## src/rtl/fp_div_lane_seq_pkg.sv

```systemverilog
// Shared types and constants for the FP divide lane sequencer.
//   div_seq_state_t : sequencer FSM states (IDLE, ISSUE, WAIT, RESP)
//   FP_QNAN, FP_ONE : IEEE-754 single-precision constants
//   fp_is_nan()     : single-precision NaN test
package pkg_opengpu;

  localparam int DATA_WIDTH = 32;

  localparam logic [31:0] FP_QNAN = 32'h7FC00000;
  localparam logic [31:0] FP_ONE  = 32'h3F800000;

  typedef enum logic [1:0] {
    IDLE  = 2'd0,
    ISSUE = 2'd1,
    WAIT  = 2'd2,
    RESP  = 2'd3
  } div_seq_state_t;

  function automatic logic fp_is_nan(input logic [31:0] x);
    return (x[30:23] == 8'hFF) && (x[22:0] != 23'd0);
  endfunction

endpackage

```

## src/rtl/fp_div_lane_seq_lane_pick_first.sv

```systemverilog
// Combinational find-first-set: returns the index of the lowest set bit of
// `bits` and whether any bit is set. idx is 0 when no bit is set.
// Ports:
//   bits : N-bit lane vector
//   idx  : index of the lowest set bit
//   any  : at least one bit set
module lane_pick_first #(
  parameter int N     = 8,
  parameter int IDX_W = (N > 1) ? $clog2(N) : 1
) (
  input  logic [N-1:0]     bits,
  output logic [IDX_W-1:0] idx,
  output logic             any
);

  // Scan from the top down so the lowest set bit wins.
  always_comb begin
    idx = '0;
    any = 1'b0;
    for (int i = N - 1; i >= 0; i--) begin
      if (bits[i]) begin
        idx = IDX_W'(i);
        any = 1'b1;
      end
    end
  end

endmodule

```

## src/rtl/fp_div_lane_seq.sv

```systemverilog
// Issue-side sequencer for the shared multi-cycle FP divider. Accepts one
// warp-wide divide request, feeds the active lanes one at a time (lowest lane
// first) to the divider, gathers the quotients and returns one response.
//
// Handshakes: a transfer happens on a rising edge where valid and ready are
// both high; valid, once raised, holds with stable payload until that edge.
// Divider side: div_start is a single-cycle pulse, never raised while
// div_busy is high; div_valid is only honoured in WAIT.
//
// Ports:
//   clk, rst                      : clock, synchronous active-high reset
//   req_valid/req_ready           : request handshake
//   req_mask/req_a/req_b/req_tag  : active lanes, dividends, divisors, tag
//   resp_valid/resp_ready         : response handshake
//   resp_data/resp_mask/resp_tag  : quotients (inactive lanes 0), mask, tag
//   div_start/div_a/div_b         : divider issue
//   div_result/div_valid/div_busy : divider return and status
//   busy                          : high whenever the FSM is not IDLE
//   dbg_state                     : current FSM state
//
// Build option OPENGPU_DIV_BYPASS_ONE_EN: a lane whose divisor is exactly
// +1.0 bypasses the divider (result = dividend, or canonical qNaN for a NaN
// dividend), resolved in a single ISSUE cycle.
module fp_div_lane_seq
  import pkg_opengpu::*;
#(
  parameter int NUM_LANES = 8,
  parameter int TAG_W     = 4
) (
  input  logic                            clk,
  input  logic                            rst,
  input  logic                            req_valid,
  output logic                            req_ready,
  input  logic [NUM_LANES-1:0]            req_mask,
  input  logic [NUM_LANES*DATA_WIDTH-1:0] req_a,
  input  logic [NUM_LANES*DATA_WIDTH-1:0] req_b,
  input  logic [TAG_W-1:0]                req_tag,
  output logic                            resp_valid,
  input  logic                            resp_ready,
  output logic [NUM_LANES*DATA_WIDTH-1:0] resp_data,
  output logic [NUM_LANES-1:0]            resp_mask,
  output logic [TAG_W-1:0]                resp_tag,
  output logic                            div_start,
  output logic [DATA_WIDTH-1:0]           div_a,
  output logic [DATA_WIDTH-1:0]           div_b,
  input  logic [DATA_WIDTH-1:0]           div_result,
  input  logic                            div_valid,
  input  logic                            div_busy,
  output logic                            busy,
  output div_seq_state_t                  dbg_state
);

  localparam int LW = (NUM_LANES > 1) ? $clog2(NUM_LANES) : 1;

  div_seq_state_t state, state_next;

  logic [NUM_LANES*DATA_WIDTH-1:0] a_q, b_q, data_q;
  logic [NUM_LANES-1:0]            mask_q, pending;
  logic [TAG_W-1:0]                tag_q;

  logic [LW-1:0]        lane_idx;
  logic                 pending_any;
  logic [NUM_LANES-1:0] lane_bit, pending_rest;
  logic                 bypass_hit;

  lane_pick_first #(.N(NUM_LANES), .IDX_W(LW)) u_pick (
    .bits (pending),
    .idx  (lane_idx),
    .any  (pending_any)
  );

  assign lane_bit     = {{(NUM_LANES-1){1'b0}}, 1'b1} << lane_idx;
  assign pending_rest = pending & ~lane_bit;

  // Operands always come from the registered copy, so they are never X.
  assign div_a = a_q[int'(lane_idx)*DATA_WIDTH +: DATA_WIDTH];
  assign div_b = b_q[int'(lane_idx)*DATA_WIDTH +: DATA_WIDTH];

`ifdef OPENGPU_DIV_BYPASS_ONE_EN
  logic [DATA_WIDTH-1:0] bypass_val;
  assign bypass_hit = (div_b == FP_ONE);
  assign bypass_val = fp_is_nan(div_a) ? FP_QNAN : div_a;
`else
  assign bypass_hit = 1'b0;
`endif

  // State register
  always_ff @(posedge clk) begin
    if (rst) state <= IDLE;
    else     state <= state_next;
  end

  // Next state and divider start
  always_comb begin
    state_next = state;
    div_start  = 1'b0;
    case (state)
      IDLE: begin
        if (req_valid) state_next = (req_mask == '0) ? RESP : ISSUE;
      end
      ISSUE: begin
        if (!pending_any) begin
          state_next = RESP;
        end else if (bypass_hit) begin
          state_next = (pending_rest != '0) ? ISSUE : RESP;
        end else if (!div_busy) begin
          div_start  = 1'b1;
          state_next = WAIT;
        end
      end
      WAIT: begin
        if (div_valid) state_next = (pending_rest != '0) ? ISSUE : RESP;
      end
      RESP: begin
        if (resp_ready) state_next = IDLE;
      end
      default: state_next = IDLE;
    endcase
  end

  // Request capture and per-lane result collection
  always_ff @(posedge clk) begin
    if (rst) begin
      a_q     <= '0;
      b_q     <= '0;
      data_q  <= '0;
      mask_q  <= '0;
      tag_q   <= '0;
      pending <= '0;
    end else begin
      case (state)
        IDLE: begin
          if (req_valid) begin
            a_q     <= req_a;
            b_q     <= req_b;
            mask_q  <= req_mask;
            tag_q   <= req_tag;
            pending <= req_mask;
            data_q  <= '0;
          end
        end
`ifdef OPENGPU_DIV_BYPASS_ONE_EN
        ISSUE: begin
          if (pending_any && bypass_hit) begin
            data_q[int'(lane_idx)*DATA_WIDTH +: DATA_WIDTH] <= bypass_val;
            pending[lane_idx] <= 1'b0;
          end
        end
`endif
        WAIT: begin
          if (div_valid) begin
            data_q[int'(lane_idx)*DATA_WIDTH +: DATA_WIDTH] <= div_result;
            pending[lane_idx] <= 1'b0;
          end
        end
        default: ;
      endcase
    end
  end

  assign req_ready  = (state == IDLE) && !rst;
  assign resp_valid = (state == RESP);
  assign resp_data  = data_q;
  assign resp_mask  = mask_q;
  assign resp_tag   = tag_q;
  assign busy       = (state != IDLE);
  assign dbg_state  = state;

endmodule

```

## config.mk

```make
export PLATFORM = sky130hd
export DESIGN_NAME = fp_div_lane_seq
export DESIGN_NICKNAME = d
export VERILOG_FILES = /design/src/rtl/fp_div_lane_seq_pkg.sv /design/src/rtl/fp_div_lane_seq_lane_pick_first.sv /design/src/rtl/fp_div_lane_seq.sv
export SDC_FILE = /design/constraint.sdc
export NUM_CORES = 2
export LEC_CHECK = 0
export BUFFER_PORTS_ARGS = -buffer_cell sky130_fd_sc_hd__clkbuf_2
export CAP_MARGIN = 30
export CORE_AREA = 8 8 346 348
export CTS_BUF_LIST = sky130_fd_sc_hd__clkbuf_16
export CTS_CLUSTER_DIAMETER = 60
export DETAILED_ROUTE_END_ITERATION = 10
export DIE_AREA = 0 0 354 356
export MAX_ROUTING_LAYER = met4
export PLACE_DENSITY_LB_ADDON = 0.15
export SLEW_MARGIN = 15
export SYNTH_ARGS = -nofsm -noshare
export SYNTH_HDL_FRONTEND = slang
export SYNTH_SLANG_ARGS = --single-unit
```

## constraint.sdc

```tcl
create_clock -name clk -period 4.2 [get_ports clk]
set_input_delay 0.63 -clock clk [delete_from_list [all_inputs] [get_ports clk]]
set_output_delay 0.63 -clock clk [all_outputs]
set_load 0.01 [all_outputs]
```

==> results.cfg <==
[global_routing]
grtUsageMet2_pct = 36.1
grt_pass1_vias = 30057
antenna_found_initial = 43
grt_pass1_wl_um = 217000
grt_usage_pct = 23.6
grt_max_degree = 211
globalRoute.totalOverflow = 0
grtUsageMet1_pct = 31.1
use_met3_pct = 4.81
top_usage_layer = met2

[logic_synthesis]
synth_top_cell_by_area = dfxtp_1
synth_top_family_by_area = compound AO/OA/AOI/OAI gates
async_reset_ff_share_pct = 0
yosysWarningCount = 0
syn-num-nets = 4343
ys.flop_type = dfxtp_1
synth_edf_count = 0
synth_area_leaders = dfxtp_1 50%, nand2_1 14%, a21oi_1 9.7%, a22o_1 4.5%, mux2i_1 3.9%
synthAdderAreaFrac_pct = 0.279
ys_seq_area_share_pct = 50.4
synth-simple-area-share_pct = 19.6
synthMuxAreaShare_pct = 4.18
synthCells = 3774
avgSynthCellArea_um2 = 8.31
synth_cell_types = 62
ys_seq_elements = 790
synthXorXnorAreaFrac_pct = 0
synth_area_mm2 = 0.0314
synth_top_area_share_pct = 50.4
synth-compound-area-share_pct = 21.0

[cts]
cts_tree = built
cts.clk_slew.worst_paths_ns = 0.06
cts_sinks = 790
clk_path_buf_depth = 3
cts_buffers = 100
hold_buffers = 0
insertion_delay_ns = 0.67
ctsRootBufferMaster = clkbuf_16
cts_setup_buffers = 0
htreeDepth = 3

[setup_path]
path_delay_family = buffers and inverters
cp-start-kind = flip-flop
critical_path_buf_inv_count = 3
required_ns = 3.57
worstPathArrival_ns = 3.45
cp-end-kind = output pin
path_cells = nor2b_1 -> o21ai_4 -> nand2_4 -> inv_2 -> buf_4 -> a31oi_1 -> nand4_1 -> clkbuf_2
path_max_fanout = 41
critPathKind = reg -> out
slowest_stage = dfxtp_1
cp_slowest_stage_delay_ns = 0.67

[sta]
post-route-min-period_ns = 4.08
setup_viol = 0
fin_worst_skew_ns = 0.0247
finalCritPeriodShare_pct = 97.1
worst_slack_ns = 0.123
slew_viol_final = 0
finalHoldWorstSlack_ns = 0.168
setup-tns-final_ns = 0
slew_headroom_pct = 13.1
worstMarginPinSlew_ns = 1.30
fmax_mhz = 245
rsz0062_at_grt = false
hold_viol = 0

[final_layout]
area.growth.synth_to_final_pct = 29.7
fin_nets = 5085
final_layout_size_suffix_gt1_share_pct = 25.5
final_util_pct = 35.7

[run]
maxCapViolations = 0

[drt]
final_antenna_net_count = 0
viasPerCell = 5.05
drtIter0Drc = 2850
vias = 31052
drt-total-wl_um = 154000
drt-pass1-iter-count = 5
wire_per_inst_um = 25.1
drc = 0

[die]
num_rows = 124
dieArea_mm2 = 0.126
pin_count = 900
die_w_um = 354
die_y_um = 356
core_area_mm2 = 0.114
initial_core_util_pct = 27.5

[hold_path]
hold_class = in -> reg

[placed_design]
hpwl_um = 111000
routabilityCongestion = 0.869
place_ws_ns = 0.363
port_buffers = 899

[power_and_ir_drop]
p_leak_nw = 16.5
p_per_area_mw_per_mm2 = 518
vdd_ir_drop_max_mv = 0.376

[status]
outcome = finished, final reports clean
worst paths after layout:
check / from / end / slack (ns) / depth (start not counted)
worst max-delay path: pending[2] / div_a[31] / 0.12 / 8
worst min-delay path: req_a[134] / a_q[134] / 0.17 / 3
worst max register to register: pending[2] / resp_data[200] / 0.37 / 12
worst min register to register: resp_data[101] / resp_data[101] / 0.45 / 2
sequential cells by signal, indices dropped and copies added, names as in the netlist:
signal / count
resp_tag: 4
resp_mask: 8
pending: 8
a_q: 256
resp_data: 256
dbg_state: 2
b_q: 256
synthesized netlist by cell type, types with 17 or more instances:
cell type	number
o22a_1	39
buf_2	103
mux2i_1	121
nand2b_1	35
nand3b_1	66
dfxtp_1	790
o21ai_0	22
a31oi_1	41
a22o_1	160
o31ai_1	65
clkbuf_1	215
o21a_1	17
nor2_1	26
nand4_1	40
a21oi_1	611
nand3_1	71
nand2_1	1188
placed cells by master, fill, tap and decap left out, types with 11 or more instances in the layout:
cell and n:
buf_4 58, a21oi_1 608, mux2i_1 121, nand4_1 40, dfxtp_1 788, buf_12 13, clkbuf_16 101, a31oi_1 38
nor2_1 23, nand3_1 70, o21ai_0 22, clkbuf_2 898, a221oi_1 11, o31ai_1 65, nand2b_1 35, inv_1 20
o21a_1 17, nand3b_1 66, a222oi_1 15, o22a_1 39, diode_2 38, nand2_1 1186, a22o_1 160, o211ai_1 15
clkinv_1 24, clkinv_2 16, a32oi_1 15
where the power goes:
| group | total [W] | leakage (nW) | switching [W] | internal, W |
|---|---|---|---|---|
| registers | 0.00834 | 6.45 | 0.000322 | 0.00802 |
| logic | 0.00422 | 8.44 | 0.00297 | 0.00125 |
| clock network | 0.00849 | 1.62 | 0.00359 | 0.00490 |
| total | 0.0211 | 16.5 | 0.00688 | 0.0142 |
per-stage QoR:
stage	std cells	cell area, µm²	total power [W]
floorplan	3774	31400	0.0107
global placement	5923	37300	0.0127
detailed placement	5925	37300	0.0127
CTS	6110	40500	0.0213
global route	6149	40700	0.0219
finish	6149	40700	0.0211
routing by layer:
metal	up-vias	routed length (µm)
met3	230	10300
met5	-	0
met2	1246	70000
met4	0	4990
met1	14965	69100
li1	14611	-
kinds of logic after synthesis:
| family | after synthesis |
|---|---|
| muxes | 130 |
| buffers and inverters | 342 |
| DFF | 790 |
| AOI/OAI and AO/OA | 1043 |
| and+or+nand+nor | 1462 |
| adders and majority gates | 7 |
final cells by class:
cell class,instances,area (µm²)
antenna,38,95.1
multi-input combinational,2642,14300
sequential,790,15800
fill,12201,73200
clock buffer,101,2530
timing repair buffer,973,5260
tap,1512,1890
inverter,9,33.8
clock inverter,84,701
worst register-to-register path, delay by kind of cell, from the launching register on:
family | cells | cell delay, ns
AOI/OAI and AO/OA | 4 | 1.06
buffers and inverters | 3 | 0.92
DFF | 1 | 0.67
and+or+nand+nor | 4 | 0.63
adders and majority gates | 1 | 0.43
repair_timing:
item                       4_1_cts  5_1_grt
gates cloned                     0        0
setup endpoints to repair        8        6
resized for setup                1        4
(Power assumes the default switching activity.)
